==> src/rtl/decoder3x8_pkg.sv <==
// Shared types and widths for the 3-to-8 strobe decoder.
package decoder3x8_pkg;

    localparam int CNT_W    = 5;
    localparam int ONEHOT_W = 8;

    typedef enum logic [1:0] {
        IDLE  = 2'd0,
        DRIVE = 2'd1,
        GAP   = 2'd2
    } state_t;

endpackage

==> src/rtl/onehot_dec3x8.sv <==
// Pure combinational 3-bit binary to 8-bit one-hot decoder.
module onehot_dec3x8
    import decoder3x8_pkg::*;
(
    input  logic [2:0]          code,
    output logic [ONEHOT_W-1:0] onehot
);

    // Set exactly the bit selected by the code.
    always_comb begin
        // NOTE: assigning a default first means every path writes onehot, so no latch is inferred.
        onehot       = '0;
        onehot[code] = 1'b1;
    end

endmodule

==> src/rtl/decoder3x8_strobe.sv <==
// Accepts a 3-bit code over valid/ready and drives its one-hot line as a
// timed strobe: PULSE_LEN cycles of one-hot, then GAP_LEN cycles of zero.
module decoder3x8_strobe
    import decoder3x8_pkg::*;
#(
    parameter int PULSE_LEN  = 4,
    parameter int GAP_LEN    = 1,
    parameter bit ACTIVE_LOW = 1'b0
) (
    input  logic                clk,
    input  logic                rst_n,
    input  logic                in_en,
    input  logic                in_valid,
    output logic                in_ready,
    input  logic [2:0]          in_code,
    output logic [ONEHOT_W-1:0] data_out,
    output logic [2:0]          out_code,
    output logic                busy,
    output logic [7:0]          strobe_cnt
);

    generate
        if (PULSE_LEN < 1 || PULSE_LEN > 16) begin : g_bad_pulse_len
            $error("decoder3x8_strobe: PULSE_LEN must be in 1..16");
        end
        if (GAP_LEN < 0 || GAP_LEN > 16) begin : g_bad_gap_len
            $error("decoder3x8_strobe: GAP_LEN must be in 0..16");
        end
    endgenerate

    // Counter reload values; the counter runs down to zero inclusive.
    localparam logic [CNT_W-1:0] PULSE_RELOAD = CNT_W'(PULSE_LEN - 1);
    localparam logic [CNT_W-1:0] GAP_RELOAD   = CNT_W'((GAP_LEN > 0) ? GAP_LEN - 1 : 0);
    localparam bit               NO_GAP       = (GAP_LEN == 0);

    state_t                state_q, state_d;
    logic [CNT_W-1:0]      cnt_q, cnt_d;
    logic [ONEHOT_W-1:0]   onehot_q, onehot_d;
    logic [ONEHOT_W-1:0]   dec_onehot;
    logic [2:0]            code_d;
    logic                  cnt_zero;
    logic                  accept;
    logic                  strobe_done;

    onehot_dec3x8 u_dec (
        .code   (in_code),
        .onehot (dec_onehot)
    );

    assign cnt_zero = (cnt_q == '0);

    // Ready depends only on registered state and in_en, never on in_valid.
    assign in_ready = in_en && ((state_q == IDLE)
                             || (state_q == GAP   && cnt_zero)
                             || (state_q == DRIVE && cnt_zero && NO_GAP));

    assign accept = in_valid && in_ready;

    // Polarity is a constant, so data_out stays a registered value.
    assign data_out = ACTIVE_LOW ? ~onehot_q : onehot_q;

    // Next-state, counter and strobe register contents.
    always_comb begin
        state_d     = state_q;
        cnt_d       = cnt_q;
        onehot_d    = onehot_q;
        code_d      = out_code;
        strobe_done = 1'b0;

        case (state_q)
            IDLE: begin
                onehot_d = '0;
            end
            DRIVE: begin
                if (cnt_zero) begin
                    strobe_done = 1'b1;
                    onehot_d    = '0;
                    if (NO_GAP) begin
                        state_d = IDLE;
                    end else begin
                        state_d = GAP;
                        cnt_d   = GAP_RELOAD;
                    end
                end else begin
                    cnt_d = cnt_q - 1'b1;
                end
            end
            GAP: begin
                if (cnt_zero) begin
                    state_d = IDLE;
                end else begin
                    cnt_d = cnt_q - 1'b1;
                end
            end
            default: begin
                state_d  = IDLE;
                cnt_d    = '0;
                onehot_d = '0;
            end
        endcase

        // Accept is only possible in IDLE or on the final DRIVE/GAP cycle,
        // so a new strobe overrides whatever the state would do next. Loading
        // straight from the decoder keeps back-to-back strobes glitch-free.
        if (accept) begin
            state_d  = DRIVE;
            cnt_d    = PULSE_RELOAD;
            onehot_d = dec_onehot;
            code_d   = in_code;
        end
    end

    // State, counter and output registers.
    always_ff @(posedge clk or negedge rst_n) begin
        if (!rst_n) begin
            state_q    <= IDLE;
            cnt_q      <= '0;
            onehot_q   <= '0;
            out_code   <= '0;
            busy       <= 1'b0;
            strobe_cnt <= '0;
        end else begin
            // NOTE: non-blocking assignments so every register samples pre-edge values.
            state_q  <= state_d;
            cnt_q    <= cnt_d;
            onehot_q <= onehot_d;
            out_code <= code_d;
            busy     <= (state_d != IDLE);
            if (strobe_done) begin
                strobe_cnt <= strobe_cnt + 8'd1;
            end
        end
    end

endmodule

==> config.mk <==
export PLATFORM = sky130hd
export DESIGN_NAME = decoder3x8_strobe
export DESIGN_NICKNAME = d
export VERILOG_FILES = /design/src/rtl/decoder3x8_pkg.sv /design/src/rtl/onehot_dec3x8.sv /design/src/rtl/decoder3x8_strobe.sv
export SDC_FILE = /design/constraint.sdc
export NUM_CORES = 1
export LEC_CHECK = 0
export ABC_AREA = 1
export CELL_PAD_IN_SITES_DETAIL_PLACEMENT = 0
export CELL_PAD_IN_SITES_GLOBAL_PLACEMENT = 1
export CORE_ASPECT_RATIO = 0.8
export CORE_MARGIN = 3
export CORE_UTILIZATION = 38
export CTS_CLUSTER_DIAMETER = 30
export DETAILED_ROUTE_END_ITERATION = 8
export PLACE_DENSITY = 0.81
export SLEW_MARGIN = 20
export SYNTH_ARGS = -nofsm -noshare
export SYNTH_HDL_FRONTEND = slang
export SYNTH_SLANG_ARGS = --single-unit
==> constraint.sdc <==
create_clock -name clk -period 2.1 [get_ports clk]
set_input_delay 0.315 -clock clk [delete_from_list [all_inputs] [get_ports clk]]
set_output_delay 0.315 -clock clk [all_outputs]
set_load 0.05 [all_outputs]
==> impl_table.tex <==
\begin{tabular}{lr}
\hline
Metric & Value \\
\hline
\multicolumn{2}{l}{\textbf{Outcome}} \\
\quad Status & finished, final reports clean \\
\multicolumn{2}{l}{\textbf{Drt}} \\
\quad Residual DRC count & 0 \\
\quad Post-DRT Antenna Nets & 0 \\
\quad Drt total wl & between 3 and 4 mm \\
\quad Pre-antenna DRT Iters & 4 \\
\quad Number of violations reported at the end of detailed-routing iteration 0 & 49 \\
\quad Number of vias after detailed routing & approximately 1200 \\
\quad DR vias/cell & 4.71 \\
\quad Wire length per cell & 11.9 um \\
\multicolumn{2}{l}{\textbf{Timing}} \\
\quad Post-layout minimum cycle time & 1.97 ns \\
\quad Final Hold Fails & 0 \\
\quad Setup Skew & between 0.01 and 0.015 ns \\
\quad Final-layout worst hold slack & approximately 0.4 ns \\
\quad Fraction of the cycle the final worst path needs & a little over nine tenths \\
\quad Actual slew at the worst max-slew pin & approximately 0.5 ns \\
\quad Count of pins over their slew limit & 0 \\
\quad Maximum clock frequency & 508 MHz \\
\quad Relative max-transition margin & roughly 66\% \\
\quad Setup repair after global routing missed its margin & no \\
\quad Setup Viol. Count Final & 0 \\
\quad Setup TNS & 0 ns \\
\multicolumn{2}{l}{\textbf{GRT}} \\
\quad Via count of the first global-routing pass & about 1200 \\
\quad Initial antenna violation count & 0 \\
\quad Routing usage on met3 & between 3 and 4\% \\
\quad Remaining Overflow, GRT & 0 \\
\quad Met1 Resource Use GR & around 17\% \\
\quad Total global routing track utilization & between 10 and 15\% \\
\quad Global-route met2 utilization & 26.4\% \\
\quad Largest net degree at the start of global routing & 28 \\
\quad Global-route wire length before repair & 5.37 mm \\
\quad Most used routing layer in global routing & met2 \\
\multicolumn{2}{l}{\textbf{Clock tree}} \\
\quad Hold-fix buffers, CTS & 0 \\
\quad Clk root buf & sky130\_fd\_sc\_hd\_\_clkbuf\_8 \\
\quad Post CTS Setup Buffer Count & 0 \\
\quad Num CTS Buffers & 3 \\
\quad Clock Latency Late Sink & $\sim$0.28 ns \\
\quad CTS tree & done \\
\quad Number of buffers on the longest clock path & 2 \\
\quad H-tree levels & 1 \\
\quad Clock sink count & 27 \\
\quad Clock transition at the register clock pins on the worst setup and hold paths after CTS & $\sim$0.1 ns \\
\multicolumn{2}{l}{\textbf{Critical path}} \\
\quad Crit end category & primary output \\
\quad Endpoint arrival time on the critical path & 1.65 ns \\
\quad Required time of the critical path & between 1.5 and 2 ns \\
\quad Critical path type & reg -> out \\
\quad CP Cell Sequence & inv\_1 > ha\_4 > nand4\_4 > nand2\_4 > inv\_2 > nor2\_8 > buf\_12 \\
\quad Cell with the biggest individual delay on the critical path & sky130\_fd\_sc\_hd\_\_dfrtp\_1 \\
\quad Delay of the slowest critical-path stage & 0.41 ns \\
\quad Critical-path maximum fanout & 9 \\
\quad Startpoint type of the worst setup path & register \\
\multicolumn{2}{l}{\textbf{Placement}} \\
\quad Post-placement cell area & 0.00182 mm\^{}2 \\
\quad Weighted congestion reported at the end of routability-driven placement & approximately 0.83 \\
\quad Half-perimeter wire length after placement & between 2 and 2.5 mm \\
\quad Count of placed standard cells including taps & between 200 and 300 \\
\quad Buffers on Ports & 27 \\
\multicolumn{2}{l}{\textbf{Power}} \\
\quad Part of the power in the clock network & $\sim$12\% \\
\quad Sequential Power Share & just over 30\% \\
\quad Maximum ir drop on the vdd rail & approximately 630 uV \\
\quad Switch share & between 40\% and 50\% \\
\quad Total power & between 2 and 2.5 mW \\
\quad Internal & 1.26 mW \\
\quad Psw & 1.23 mW \\
\quad Pleak & between 0.9 and 1 nW \\
\quad Pwr per Cell Area & about 1300 mW/mm\^{}2 \\
\quad Combinational share of power & a little under three fifths \\
\multicolumn{2}{l}{\textbf{Final layout}} \\
\quad Area growth, synth to finish & 26.7\% \\
\quad Number of standard cells in the layout, taps in and fillers out & between 200 and 300 \\
\quad Proportion of layout cells with a drive suffix above 1 & a little under a tenth \\
\quad Net count of the finished layout & roughly 220 \\
\quad Final cell area excluding filler cells & 0.00189 mm\^{}2 \\
\quad \# diodes & 0 \\
\multicolumn{2}{l}{\textbf{Synthesis}} \\
\quad Share of synthesized area spent on multiplexers & 0\% \\
\quad Compound-Gate Fraction of Synth Area & under 10\% \\
\quad Net count after synthesis & approximately 190 \\
\quad Count of state elements after synthesis & 27 \\
\quad Largest area contributor in the synthesized netlist & sky130\_fd\_sc\_hd\_\_dfrtp\_1 \\
\quad Share of the yosys chip area belonging to registers & between 40\% and 50\% \\
\quad Gate count after technology mapping & between 150 and 200 \\
\quad Fraction of the mapped netlist area in simple logic gates & between 30\% and 40\% \\
\quad Average size of a mapped cell & 8.58 um\^{}2 \\
\quad Area of the mapped netlist & approximately 0.0015 mm\^{}2 \\
\quad Post-synthesis adder-cell area fraction & slightly above 5\% \\
\quad Area share of the leading cell type in the synthesized netlist & $\sim$45\% \\
\quad Largest family of logic cells by synthesized area & simple AND/OR/NAND/NOR gates \\
\quad Xor/xnor cell area share of the yosys netlist & 4.69\% \\
\quad Count of warnings emitted by yosys & 0 \\
\quad Distinct cells, synth & 25 \\
\quad Ranking of synthesized cells by area & sky130\_fd\_sc\_hd\_\_dfrtp\_1 (45\%), sky130\_fd\_sc\_hd\_\_nand2\_1 (11\%), sky130\_fd\_sc\_hd\_\_nand3\_1 (9.4\%) \\
\multicolumn{2}{l}{\textbf{Die}} \\
\quad Area of the die & roughly 0.0047 mm\^{}2 \\
\quad Height of the die & roughly 62 um \\
\quad Initial Utilization & between 40\% and 50\% \\
\quad Die width & around 76 um \\
\quad Total I/O pin count & 28 \\
\quad Area of the core & 0.00359 mm\^{}2 \\
\quad Core Rows & 19 \\
\multicolumn{2}{l}{\textbf{Job}} \\
\quad Number of max-cap violations & 0 \\
\multicolumn{2}{l}{\textbf{Worst hold path}} \\
\quad Hold/Removal Path Class & in -> async \\
\hline
\end{tabular}
-- worst paths after layout --
check / from / end / slack (ns) / cells after the start
max in group asynchronous: rst_n / cnt_q[3]$_DFFE_PN0P_ / 1.43 / 2
min in group clk: out_code[1]$_DFFE_PN0P_ / out_code[1]$_DFFE_PN0P_ / 0.50 / 2
hold / removal: rst_n / strobe_cnt[4]$_DFFE_PN0P_ / 0.41 / 2
setup / recovery: state_q[0]$_DFF_PN0_ / in_ready / 0.13 / 7
setup reg to reg: state_q[0]$_DFF_PN0_ / cnt_q[4]$_DFFE_PN0P_ / 0.50 / 7
hold reg to reg: out_code[1]$_DFFE_PN0P_ / out_code[1]$_DFFE_PN0P_ / 0.50 / 2
-- area by class of cell --
class	count	area (um^2)
Inverter	23	86.3
Timing Repair Buffer	28	288
Multi-Input combinational cell	121	728
Tap cell	52	65.1
Sequential cell	27	676
Fill cell	335	1700
Clock inverter	1	7.51
Clock buffer	3	41.3
-- state kept, by name, indices dropped and copies added, names as in the netlist --
signal,cells
data_out,8
strobe_cnt,8
cnt_q,5
out_code,3
state_q,2
busy,1
-- cells by family (layout without fill, tap and decap cells) --
kind of cell	after synthesis	count (layout)
XOR/XNOR	8	8
AND/OR/NAND/NOR	97	97
AO/OA/AOI/OAI	10	10
adder cells (fa/ha/maj)	6	6
flip-flops	27	27
buffers and inverters	26	55
-- critical path: cells and delay by family, from the launching register on --
kind	cells	cell delay [ns]
adder cells (fa/ha/maj)	1	0.19
flip-flops	1	0.41
AND/OR/NAND/NOR	3	0.38
buffers and inverters	3	0.38
-- timing repair --
action                                  in CTS  in global routing
endpoints found under the setup margin       1                  1
hold endpoints to repair                     0                  0
gates resized for setup                      1                  3
-- placed cells by master, fill, tap and decap left out, drive strengths merged --
master and count:
nand2 46, nand3 29, dfrtp 27, clkdlybuf4s50 26
inv 23, nor2 17, xor2 6, o21ai 6
ha 6, clkbuf 3, nand4 3, a21oi 2
xnor2 2, o211ai 2, buf 2, nor3 1
nand3b 1, clkinvlp 1
-- metal layers --
layer | vias to the layer above | wire length (um) | share of wire, %
li1 | 611 | - | -
met1 | 564 | 1430 | 47
met2 | 25 | 1470 | 49
met3 | 2 | 105 | 3.5
met4 | 0 | 20 | 0.66
met5 | - | 0 | 0
-- cells in the mapped netlist --
library cell               count
sky130_fd_sc_hd__nand4_1       1
sky130_fd_sc_hd__xor2_1        6
sky130_fd_sc_hd__nand3_4       1
sky130_fd_sc_hd__nand2_4       1
sky130_fd_sc_hd__nand3_1      28
sky130_fd_sc_hd__dfrtp_1      27
sky130_fd_sc_hd__xnor2_1       2
sky130_fd_sc_hd__nand2_2       1
sky130_fd_sc_hd__o21ai_0       5
sky130_fd_sc_hd__inv_1        22
sky130_fd_sc_hd__buf_6         2
sky130_fd_sc_hd__o211ai_1      1
sky130_fd_sc_hd__ha_1          6
sky130_fd_sc_hd__nor2_4        1
sky130_fd_sc_hd__nor2_1       15
sky130_fd_sc_hd__nor3_2        1
sky130_fd_sc_hd__inv_2         1
sky130_fd_sc_hd__a21oi_1       2
sky130_fd_sc_hd__nor2_8        1
sky130_fd_sc_hd__nand2_1      44
sky130_fd_sc_hd__nand4_4       2
sky130_fd_sc_hd__o211ai_2      1
sky130_fd_sc_hd__buf_2         1
sky130_fd_sc_hd__o21ai_2       1
sky130_fd_sc_hd__nand3b_1      1
-- through the flow --
| step | utilization, % | worst slack [ns] |
|---|---|---|
| floorplan | - | 0.490 |
| global placement | 50.6 | 0.377 |
| detailed placement | 50.6 | 0.310 |
| CTS | 52.1 | 0.0576 |
| global route | 52.7 | 0.0249 |
| finish | 52.7 | 0.131 |
-- power by group through the flow --
stage	registers (mW)	logic, mW	clock network [mW]
after floorplan	1.07	0.704	0
after global placement	0.770	1.34	0
after detailed placement	0.773	1.38	0
after CTS	0.767	1.39	0.312
after global routing	0.792	1.55	0.339
final	0.769	1.42	0.303
Note: power is estimated with default switching activity, not from simulation.
